==> config.mk <==
export PLATFORM = sky130hd
export DESIGN_NAME = keypad_debounce
export DESIGN_NICKNAME = d
export VERILOG_FILES = /design/src/rtl/keypad_pkg.sv /design/src/rtl/keypad_debounce_sync2.sv /design/src/rtl/keypad_debounce.sv
export SDC_FILE = /design/constraint.sdc
export NUM_CORES = 1
export LEC_CHECK = 0
export ABC_AREA = 0
export BUFFER_PORTS_ARGS = -buffer_cell sky130_fd_sc_hd__buf_2
export CORE_AREA = 2 2 53 55
export CTS_CLUSTER_SIZE = 8
export DETAILED_ROUTE_END_ITERATION = 16
export DIE_AREA = 0 0 55 57
export PLACE_DENSITY = 0.68
export SLEW_MARGIN = 20
export SYNTH_ARGS = -nofsm -noshare
export SYNTH_HDL_FRONTEND = slang
export SYNTH_SLANG_ARGS = --single-unit
==> constraint.sdc <==
create_clock -name clk -period 2 [get_ports clk]
set_input_delay 0.1 -clock clk [delete_from_list [all_inputs] [get_ports clk]]
set_output_delay 0.1 -clock clk [all_outputs]
set_load 0.01 [all_outputs]
==> src/rtl/keypad_pkg.sv <==
// Shared keypad definitions: debouncer state encoding, row count and a
// one-hot-or-zero helper that the key scanner also uses.
package keypad_pkg;

  localparam int unsigned KP_ROWS = 4;

  typedef enum logic [1:0] {
    IDLE      = 2'd0,
    PRESS_CHK = 2'd1,
    HELD      = 2'd2,
    REL_CHK   = 2'd3
  } kd_state_t;

  // True when at most one bit of v is set.
  function automatic logic onehot0(input logic [31:0] v);
    return (v & (v - 32'd1)) == 32'd0;
  endfunction

endpackage

==> src/rtl/keypad_debounce_sync2.sv <==
// Two-flop synchroniser for asynchronous pad inputs, async active-low reset.
module sync2 #(
  parameter int unsigned WIDTH = 1
) (
  input  logic             clk,
  input  logic             rst_n,
  input  logic [WIDTH-1:0] d_i,
  output logic [WIDTH-1:0] q_o
);

  logic [WIDTH-1:0] meta_q;
  logic [WIDTH-1:0] sync_q;

  // Metastability stage followed by the stable output stage.
  always_ff @(posedge clk or negedge rst_n) begin
    if (!rst_n) begin
      meta_q <= '0;
      sync_q <= '0;
    end else begin
      meta_q <= d_i;
      sync_q <= meta_q;
    end
  end

  assign q_o = sync_q;

endmodule

==> src/rtl/keypad_debounce.sv <==
// Keypad row conditioner: synchronises the raw row pads, debounces them on
// the scanner's sample strobe and emits press/release pulses plus a busy flag.
// Optional build macro: KEYPAD_DEBOUNCE_ONEHOT_EN rejects multi-row patterns.
module keypad_debounce
  import keypad_pkg::*;
#(
  parameter int unsigned ROWS     = KP_ROWS,
  parameter int unsigned DEBOUNCE = 4
) (
  input  logic            clk,
  input  logic            reset_n,
  input  logic            sample_en,
  input  logic [ROWS-1:0] rows_raw,
  output logic [ROWS-1:0] rows_clean,
  output logic            press_pulse,
  output logic            release_pulse,
  output logic            busy
);

  localparam int unsigned     CNT_W   = $clog2(DEBOUNCE + 1);
  localparam logic [CNT_W-1:0] CNT_MAX = CNT_W'(DEBOUNCE);
  localparam logic [CNT_W-1:0] CNT_ONE = CNT_W'(1);
  // With a single required sample, acceptance happens on the first look.
  localparam bit              FAST    = (DEBOUNCE == 1);

  logic [ROWS-1:0]  rows_sync;
  logic [ROWS-1:0]  rows_in_c;

  kd_state_t        state_q, state_d;
  logic [ROWS-1:0]  cand_q, cand_d;
  logic [CNT_W-1:0] cnt_q, cnt_d;
  logic [ROWS-1:0]  clean_q, clean_d;
  logic             press_q, press_d;
  logic             release_q, release_d;
  logic             busy_q;

  logic [CNT_W-1:0] cnt_inc_c;
  logic             cnt_hit_c;

  sync2 #(
    .WIDTH(ROWS)
  ) u_sync (
    .clk  (clk),
    .rst_n(reset_n),
    .d_i  (rows_raw),
    .q_o  (rows_sync)
  );

  // Pattern seen by the FSM; multi-row contacts read as "no key" when filtered.
`ifdef KEYPAD_DEBOUNCE_ONEHOT_EN
  assign rows_in_c = onehot0(32'(rows_sync)) ? rows_sync : '0;
`else
  assign rows_in_c = rows_sync;
`endif

  // Saturating match counter increment and acceptance detect.
  assign cnt_inc_c = (cnt_q == CNT_MAX) ? cnt_q : cnt_q + CNT_ONE;
  assign cnt_hit_c = (cnt_inc_c == CNT_MAX);

  // Next-state and output decode; only advances on sample strobes.
  always_comb begin
    state_d   = state_q;
    cand_d    = cand_q;
    cnt_d     = cnt_q;
    clean_d   = clean_q;
    press_d   = 1'b0;
    release_d = 1'b0;

    if (sample_en) begin
      case (state_q)
        IDLE: begin
          if (rows_in_c != '0) begin
            cand_d = rows_in_c;
            cnt_d  = CNT_ONE;
            if (FAST) begin
              state_d = HELD;
              clean_d = rows_in_c;
              press_d = 1'b1;
            end else begin
              state_d = PRESS_CHK;
            end
          end
        end

        PRESS_CHK: begin
          if (rows_in_c == '0) begin
            state_d = IDLE;
            cnt_d   = '0;
          end else if (rows_in_c == cand_q) begin
            cnt_d = cnt_inc_c;
            if (cnt_hit_c) begin
              state_d = HELD;
              clean_d = cand_q;
              press_d = 1'b1;
            end
          end else begin
            cand_d = rows_in_c;
            cnt_d  = CNT_ONE;
          end
        end

        HELD: begin
          if (rows_in_c != cand_q) begin
            if (FAST) begin
              state_d   = IDLE;
              clean_d   = '0;
              release_d = 1'b1;
              cand_d    = '0;
              cnt_d     = '0;
            end else begin
              state_d = REL_CHK;
              cnt_d   = CNT_ONE;
            end
          end
        end

        REL_CHK: begin
          if (rows_in_c == cand_q) begin
            state_d = HELD;
            cnt_d   = '0;
          end else begin
            cnt_d = cnt_inc_c;
            if (cnt_hit_c) begin
              state_d   = IDLE;
              clean_d   = '0;
              release_d = 1'b1;
              cand_d    = '0;
              cnt_d     = '0;
            end
          end
        end

        default: state_d = IDLE;
      endcase
    end
  end

  // State, candidate, counter and registered outputs.
  always_ff @(posedge clk or negedge reset_n) begin
    if (!reset_n) begin
      state_q   <= IDLE;
      cand_q    <= '0;
      cnt_q     <= '0;
      clean_q   <= '0;
      press_q   <= 1'b0;
      release_q <= 1'b0;
      busy_q    <= 1'b0;
    end else begin
      state_q   <= state_d;
      cand_q    <= cand_d;
      cnt_q     <= cnt_d;
      clean_q   <= clean_d;
      press_q   <= press_d;
      release_q <= release_d;
      busy_q    <= (state_d != IDLE);
    end
  end

  assign rows_clean    = clean_q;
  assign press_pulse   = press_q;
  assign release_pulse = release_q;
  assign busy          = busy_q;

endmodule

; Word-level counts from Yosys, hierarchy flattened
; Index checks and enable logic that the tools add are counted.
[totals]
ff_bits = 24
in_bits = 7
output_inout_bits = 7
[op_classes]
n_eq_ne = 15
mux = 35
reduce_logical = 9
add_sub_neg = 1
[ops]
columns = operator, count
row1 = $mux 4, 8
row2 = $mux 3, 7
row3 = $mux 2, 8
row4 = $ne 2x2->1 const B, 8
row5 = $reduce_and 7->1, 2
row6 = $pmux 3 s4, 1
row7 = $pmux 4 s3, 1
row8 = $mux 1, 8
row9 = $pmux 2 s4, 1
row10 = $pmux 4 s2, 1
row11 = $eq 3x3->1 const B, 2
row12 = $eq 2x2->1 const B, 2
row13 = $eq 4x4->1, 1
row14 = $logic_not 4->1, 1
row15 = $ne 4x4->1, 1
row16 = $reduce_bool 2->1, 2
row17 = $reduce_bool 4->1, 1
row18 = $add 3x1->3 const B, 1
row19 = $reduce_and 3->1, 1
row20 = $reduce_bool 3->1, 1
row21 = $eq 2x1->1 const B, 1
row22 = $logic_not 2->1, 1

; Depth between registers and ports, before layout
; Gate-level depths: netlist (run 1).
[depth]
word_depth = 9
mapped_depth = 7

; Modules after synthesis
; A second synthesis (run 1) with hierarchy kept.
[unflattened]
hier_cells = 111
area_unflattened_um2 = 1199.9
[by_module_without_submodules]
columns = mod, area_each_um2, cells_per_inst, instances
row1 = keypad_debounce, 999.7, 103, 1
row2 = sync2, 200.2, 8, 1

; Worst setup path after synthesis (run 1)
; No wires, ideal clock.
[synth_path]
path_type = reg-to-reg
start = reg cnt_q[0]
end = reg busy_q, in the netlist busy
n_path_buf = 0
arrival_time_ns = 2.067
synth_period_minus_slack_ns = 2.198
stages_incl_launch_ff = 8
setup_time_ns = 0.132
slack_ns = -0.198
path_cell_list = dfrtp_1 > inv_1 > ha_1 > or3b_4 > a311oi_4 > nor2b_1 > a31oi_1 > or3b_1
[synth_between]
elab_chain_cells = 9
elab_cells_between_ends = 12
cone_classes = add/sub: 1 / eq/ne: 2 / mux: 8 / reduce/logical: 1
[synth_rtl]
columns = item, line_no
row1 = "start, declared", keypad_debounce.sv:31  ; logic [CNT_W-1:0] cnt_q, cnt_d;
row2 = "start signal, assigned", keypad_debounce.sv:151  ; cnt_q <= cnt_d;
row3 = $add 3x1->3 / $eq 3x3->1 (equally long branches), keypad_debounce.sv:57  ; assign cnt_inc_c = (cnt_q == CNT_MAX) ? cnt_q : cnt_q + CNT_ONE;
row4 = $mux 3 *, keypad_debounce.sv:57
row5 = $eq 3x3->1 *, keypad_debounce.sv:58  ; assign cnt_hit_c = (cnt_inc_c == CNT_MAX);
row6 = $mux 2, keypad_debounce.sv:91  ; if (cnt_hit_c) begin
row7 = $mux 2, keypad_debounce.sv:89  ; end else if (rows_in_c == cand_q) begin
row8 = $mux 2, keypad_debounce.sv:86  ; if (rows_in_c == '0) begin
row9 = $pmux 2 s4 *, keypad_debounce.sv:70  ; case (state_q)
row10 = $mux 2 *, keypad_debounce.sv:69  ; if (sample_en) begin
row11 = $reduce_bool 2->1 *, keypad_debounce.sv:155  ; busy_q <= (state_d != IDLE);
row12 = "end signal, assigned", keypad_debounce.sv:155
row13 = "end, declared", keypad_debounce.sv:35  ; logic busy_q;
; Every way passes the cells marked *; elsewhere a longest branch is shown, timed or not.
; A chain may end at the register's enable or synchronous reset.

; Final worst setup path (run 1)
[layout_path]
start = reg cnt_q[1]
end = reg busy_q, in the netlist busy
; The elaborated chain is that of the path after synthesis.

==> out/results.ini, run 1 <==
[synthesis]
synth_area_leader_cell=dfrtp_1
synth_top_area_share_pct=48.8
avgSynthCellArea_um2=10.9
synth_top_family_by_area=compound AO/OA/AOI/OAI gates
synth_edf_count=0
yosys_warnings=0
synth_compound_area_share_pct=23.3
synth_nets=127
synth_common_cells=dfrtp_1, inv_1, nand2_1
synth_ff_type=dfrtp_1
syn-cell-area_um2=1230
syn_inst=113
synth_fa_ha_area_share_pct=7.12
yosys.cell_types.count=33
synth_area_leaders=dfrtp_1, ha_1, xnor2_1
synth.most_common_cell=dfrtp_1
synth-async-reset-ratio_pct=100
synth-simple-area-share_pct=12.6
yosysSeqAreaShare_pct=48.8
synth.area.mux_share_pct=0.916
ys_ff_latch=24
synth-xor-area-share_pct=3.56

[setup_path]
path_cells=ha_2 > or3b_4 > a311oi_4 > nor2b_2 > a31oi_1 > or3b_1
crit_slowest_cell=dfrtp_1
max_stage_delay_ns=0.42
start_kind=flop
worstSetupPathType=reg2reg
arrival_ns=2.30
crit_path_max_fanout=4
rr_worst_depth=6
end_kind=flop
worstPathRequired_ns=2.22

[global_routing]
grt.overflow.total=0
grt_max_degree=25
antenna_found_initial=0
grt_pass1_vias=1034
grt_pass1_wl_mm=4.35
track_usage_pct=18.6

[die]
start_util_pct=47.0
coreArea_um2=2620
die_area_um2=3140
num_io_pins=14
die_w_um=55
die_h_um=57
core.rowCount=19

[finish]
fill_cells=232
fin_cells=178
drive_gt1_share_pct=28.6
final_core_util_pct=59.7
fin_area_um2=1560
antenna_cells=0
area_delta_synth_final_pct=27.0
nNetsFinal=162
regArea_um2=601
multiInputGateArea_um2=612

[drt]
wl_per_cell_um=13.9
num_vias=986
drt_iter0_drc=19
dr.pass1.iters=4
drc_errors=0
totalWireLength_mm=2.47
routed_via_density=5.54
final_antenna_net_count=0

[worst_hold_path]
hold_class=in2reg
min_path_cells=4

[timing]
setup_viol=5
slew_headroom_pct=65.9
setup_slack_ns=-0.0853
tns_ns=-0.187
clock-skew-final_ns=0.00282
drv_slew=0
rsz0062_at_grt=yes
fmax_ghz=0.480
period_share_pct=104
worst_pin_slew_ns=0.512
report.final.hold_viol_count=0
layout_min_cycle_time_ns=2.09

[pwr]
p_leak_nw=0.709
sequentialPowerShare_pct=39.5
p_switching_uw=574
p_sw_share_pct=34.3
p_int_mw=1.10
power_density_nw_per_um2=1070
power_mw=1.67
power_frac_comb_pct=39.3
peakVddDrop_mv=0.729
pwr-share-clk_pct=21.3

[clock_tree]
clk_pin_slew_worst_paths_ns=0.13
cts_buffers=3
cts_tree=done
cts-root-buf=clkbuf_4
insertion_delay_ns=0.32
clock_sinks=24
cts_buffer_depth=2
htree_levels=1

[status]
status=finished, violations left
violations=negative setup slack

[run]
drv_cap=0

[placement]
io_buffer_count=13
place_hpwl_mm=1.80
dp.cells=166
place_area_um2=1430
gp_congestion=0.973

-- cells in the final DEF, fill, tap and decap left out, types with 2 or more instances in the layout --
| cell | n |
|---|---|
| nor2b_1 | 2 |
| dlygate4sd3_1 | 5 |
| a21oi_1 | 5 |
| o21ai_0 | 4 |
| o2111ai_1 | 2 |
| nand3b_1 | 3 |
| o31ai_1 | 4 |
| nand2_1 | 7 |
| a31oi_1 | 3 |
| clkbuf_4 | 3 |
| inv_1 | 9 |
| o211ai_1 | 2 |
| a22o_1 | 4 |
| buf_4 | 14 |
| o21a_1 | 2 |
| a21o_1 | 2 |
| xnor2_1 | 5 |
| buf_2 | 13 |
| dfrtp_1 | 24 |
| nand2b_1 | 2 |
| nor2_1 | 4 |
| ha_1 | 5 |
| o21ai_1 | 2 |
-- logic make-up (layout without fill, tap and decap cells) --
group,after synthesis,count (layout)
AO/OA/AOI/OAI,37,37
AND/OR/NAND/NOR,27,27
flip-flops,24,24
buffers and inverters,12,46
adder cells (fa/ha/maj),7,7
XOR/XNOR,5,5
multiplexers,1,1
-- flip-flops by register name, summed over array words and instances, names as in the netlist --
register       flops
busy               1
cand_q             4
cnt_q              3
press_pulse        1
release_pulse      1
rows_clean         4
state_q            2
u_sync.meta_q      4
u_sync.q_o         4
-- timing repair --
item | 4_1_cts | 5_1_grt
buffers inserted | 1 | 2
hold buffers | 5 | 0
gates resized for setup | 2 | 3
hold endpoints to repair | 28 | 0
setup endpoints to repair | 10 | 8
pin swaps | 2 | 0
-- critical path: cells and delay by family, from the launching register on --
family,cells,cell delay [ns]
AND/OR/NAND/NOR,3,0.86
AO/OA/AOI/OAI,2,0.51
flip-flops,1,0.42
adder cells (fa/ha/maj),1,0.20
-- layout make-up --
| cell class | count | area share (%) |
|---|---|---|
| tap | 31 | 2.48 |
| timing repair buffer | 32 | 14.1 |
| sequential | 24 | 38.5 |
| clock buffer | 3 | 1.44 |
| multi-input combinational | 77 | 39.2 |
| clock inverter | 1 | 1.92 |
| inverter | 10 | 2.40 |
-- path summary, 6_finish.rpt --
check                           endpoint  slack [ns]        startpoint
max reg2reg                         busy       -0.09          cnt_q[1]
min in group asynchronous  rows_clean[0]        0.26           reset_n
min                        release_pulse        0.16         sample_en
max in group asynchronous       cnt_q[0]        1.40           reset_n
max                                 busy       -0.09          cnt_q[1]
min reg2reg                u_sync.q_o[1]        0.36  u_sync.meta_q[1]
-- power groups by stage --
stage | Clock, mW | Sequential (mW) | Combinational, mW
global route | 0.388 | 0.679 | 0.732
global placement | 0 | 0.668 | 0.599
CTS | 0.364 | 0.664 | 0.641
detailed placement | 0 | 0.674 | 0.619
finish | 0.356 | 0.660 | 0.657
floorplan | 0 | 0.671 | 0.415
-- per-layer routing --
metal / wire length [µm] / share of wire [%] / GRT usage, %
met1: 1090 / 44 / 23.6
met2: 1240 / 50 / 29.6
met3: 95 / 3.8 / 3.14
met4: 44 / 1.8 / 10.1
met5: 0 / 0 / 0
-- metrics by stage --
stage | setup WS (ns) | hold slack [ns]
3_5_place_dp | -0.169 | 0.103
4_1_cts | -0.102 | 0.0541
6_report | -0.0853 | 0.157
5_1_grt | -0.165 | 0.158
3_3_place_gp | -0.116 | 0.0901
2_1_floorplan | -0.144 | -0.196
No activity file was read; power rests on OpenSTA's default activity.
==> run 2: changes to the inputs <==
CTS_BUF_LIST = sky130_fd_sc_hd__clkbuf_8 sky130_fd_sc_hd__clkbuf_16   (was default)
==> run 2 against run 1 <==
  * Critical endpoint unchanged
  * Clock skew fell by 0.0014 ns
  * Sequential cell count did not move
  * Critical path depth did not move
  * Register-to-register slack barely moved
  * Combinational power barely moved
  * Final cell count did not move
  * Cell area rose by 1.2%
  * Largest power group unchanged
  * Critical path type unchanged
  * Core utilization rose by 0.72 points
  * The run still ends with negative setup slack left
  * Clock-buffer cell count did not move
  * Worst setup slack got worse by 0.0096 ns
==> out/results.ini, run 2 (synthesis gave the netlist of run 1 again) <==
[setup_path]
arrival_ns=2.25
worstSetupPathType=reg2reg
crit_path_max_fanout=4
crit_family=simple AND/OR/NAND/NOR gates
path_cells=ha_2 > or3b_4 > a311oi_4 > nor2b_2 > a31oi_1 > or3b_1
rr_worst_depth=6
start_kind=flop
max_stage_delay_ns=0.41
critical_path.startpoint=cnt_q[1]
end_kind=flop
reg2reg_slack_ns=-0.09
crit_slowest_cell=or3b_4
crit_cells=6
crit_end=busy
path_buf_inv=0
r2r_end=busy
worstPathRequired_ns=2.15
r2r_start=cnt_q[1]

[finish]
fill_cells=227
final_common_cell=dfrtp_1
antenna_cells=0
drive_gt1_share_pct=28.6
area_delta_synth_final_pct=28.5
nNetsFinal=162
fin_area_um2=1580
final_cell_mix=dfrtp_1, buf_4, buf_2

[timing]
clock-skew-final_ns=0.00143
worst_pin_slew_ns=0.513
rsz0062_at_grt=yes
setup_viol=5
setup_slack_ns=-0.0949
period_share_pct=105
slew_headroom_pct=65.8
drv_slew=0
holdWs_ns=0.218
fmax_ghz=0.477
tns_ns=-0.284
report.final.hold_viol_count=0
layout_min_cycle_time_ns=2.09

[die]
core.rowCount=19
num_io_pins=14
start_util_pct=47.0
die_area_um2=3140
die_h_um=57
die_w_um=55
coreArea_um2=2620

[drt]
num_vias=978
drt_iter0_drc=17
wl_per_cell_um=14.0
drc_errors=0
final_antenna_net_count=0
totalWireLength_mm=2.50
dr.pass1.iters=4
routed_via_density=5.49

[global_routing]
track_usage_pct=18.8
grt_max_degree=25
grt_pass1_wl_mm=4.38
antenna_found_initial=0
grt.overflow.total=0
grt_pass1_vias=1044

[pwr]
peakVddDrop_mv=0.735
p_leak_nw=0.716
power_density_nw_per_um2=1100

[status]
violations=negative setup slack
status=finished, violations left

[clock_tree]
clk_pin_slew_worst_paths_ns=0.08
cts_tree=done
clock_sinks=24
htree_levels=1
cts_buffer_depth=2
cts-root-buf=clkbuf_8
insertion_delay_ns=0.27
cts_buffers=3

[placement]
place_hpwl_mm=1.80
gp_congestion=0.973
place_area_um2=1430
io_buffer_count=13

[run]
drv_cap=0

[worst_hold_path]
hold_class=in2reg

[run 2: worst reg2reg max path, cell delays in order (launching register included)]
cell and delay, ns:
dfrtp_1 0.40, ha_2 0.20, or3b_4 0.41, a311oi_4 0.31, nor2b_2 0.09, a31oi_1 0.22, or3b_1 0.36
[run 2: metal layers]
metal / up-vias / track usage (%) / part of all wire (%)
met5: - / 0 / 0
met4: 0 / 10.1 / 2.9
met3: 9 / 4.71 / 4.3
met2: 28 / 29.9 / 49
met1: 458 / 22.9 / 44
li1: 483 / - / -
[run 2: through the flow]
stage	power, mW	util (%)	setup slack [ns]	instances
final	1.75	60.4	-0.0949	178
after global placement	1.27	54.5	-0.116	166
after global routing	1.88	60.4	-0.179	178
after detailed placement	1.29	54.5	-0.169	166
after CTS	1.73	59.2	-0.125	175
after floorplan	1.09	-	-0.144	113
[run 2: area by class of cell]
| cell class | instances | area [µm²] | share of cell area (%) |
|---|---|---|---|
| Tap cell | 31 | 38.8 | 2.45 |
| Sequential cell | 24 | 601 | 38.0 |
| Clock inverter | 1 | 30.0 | 1.90 |
| Timing Repair Buffer | 32 | 220 | 13.9 |
| Multi-Input combinational cell | 77 | 612 | 38.7 |
| Clock buffer | 3 | 41.3 | 2.61 |
| Inverter | 10 | 37.5 | 2.38 |
[run 2: report_power, final]
group / leakage [nW] / total, mW / switching (mW) / internal (mW)
Sequential: 0.299 / 0.660 / 0.0811 / 0.579
Combinational: 0.381 / 0.656 / 0.339 / 0.317
Clock: 0.0357 / 0.429 / 0.161 / 0.268
[run 2: worst min-delay path by stage]
stage              start             to  cells past startpoint
3_3_place_gp     reset_n  rows_clean[2]                      1
6_report       sample_en  release_pulse                      4
2_1_floorplan    reset_n           busy                      0
5_1_grt        sample_en  release_pulse                      4
4_1_cts        sample_en  release_pulse                      3
3_5_place_dp     reset_n  rows_clean[2]                      1
[run 2: repair_timing]
| item | CTS | global route |
|---|---|---|
| pin swaps | 2 | 1 |
| hold buffers | 5 | 0 |
| resized for setup | 0 | 4 |
| hold endpoints to repair | 28 | 0 |
| endpoints found under the setup margin | 9 | 10 |
| buffers inserted | 0 | 3 |
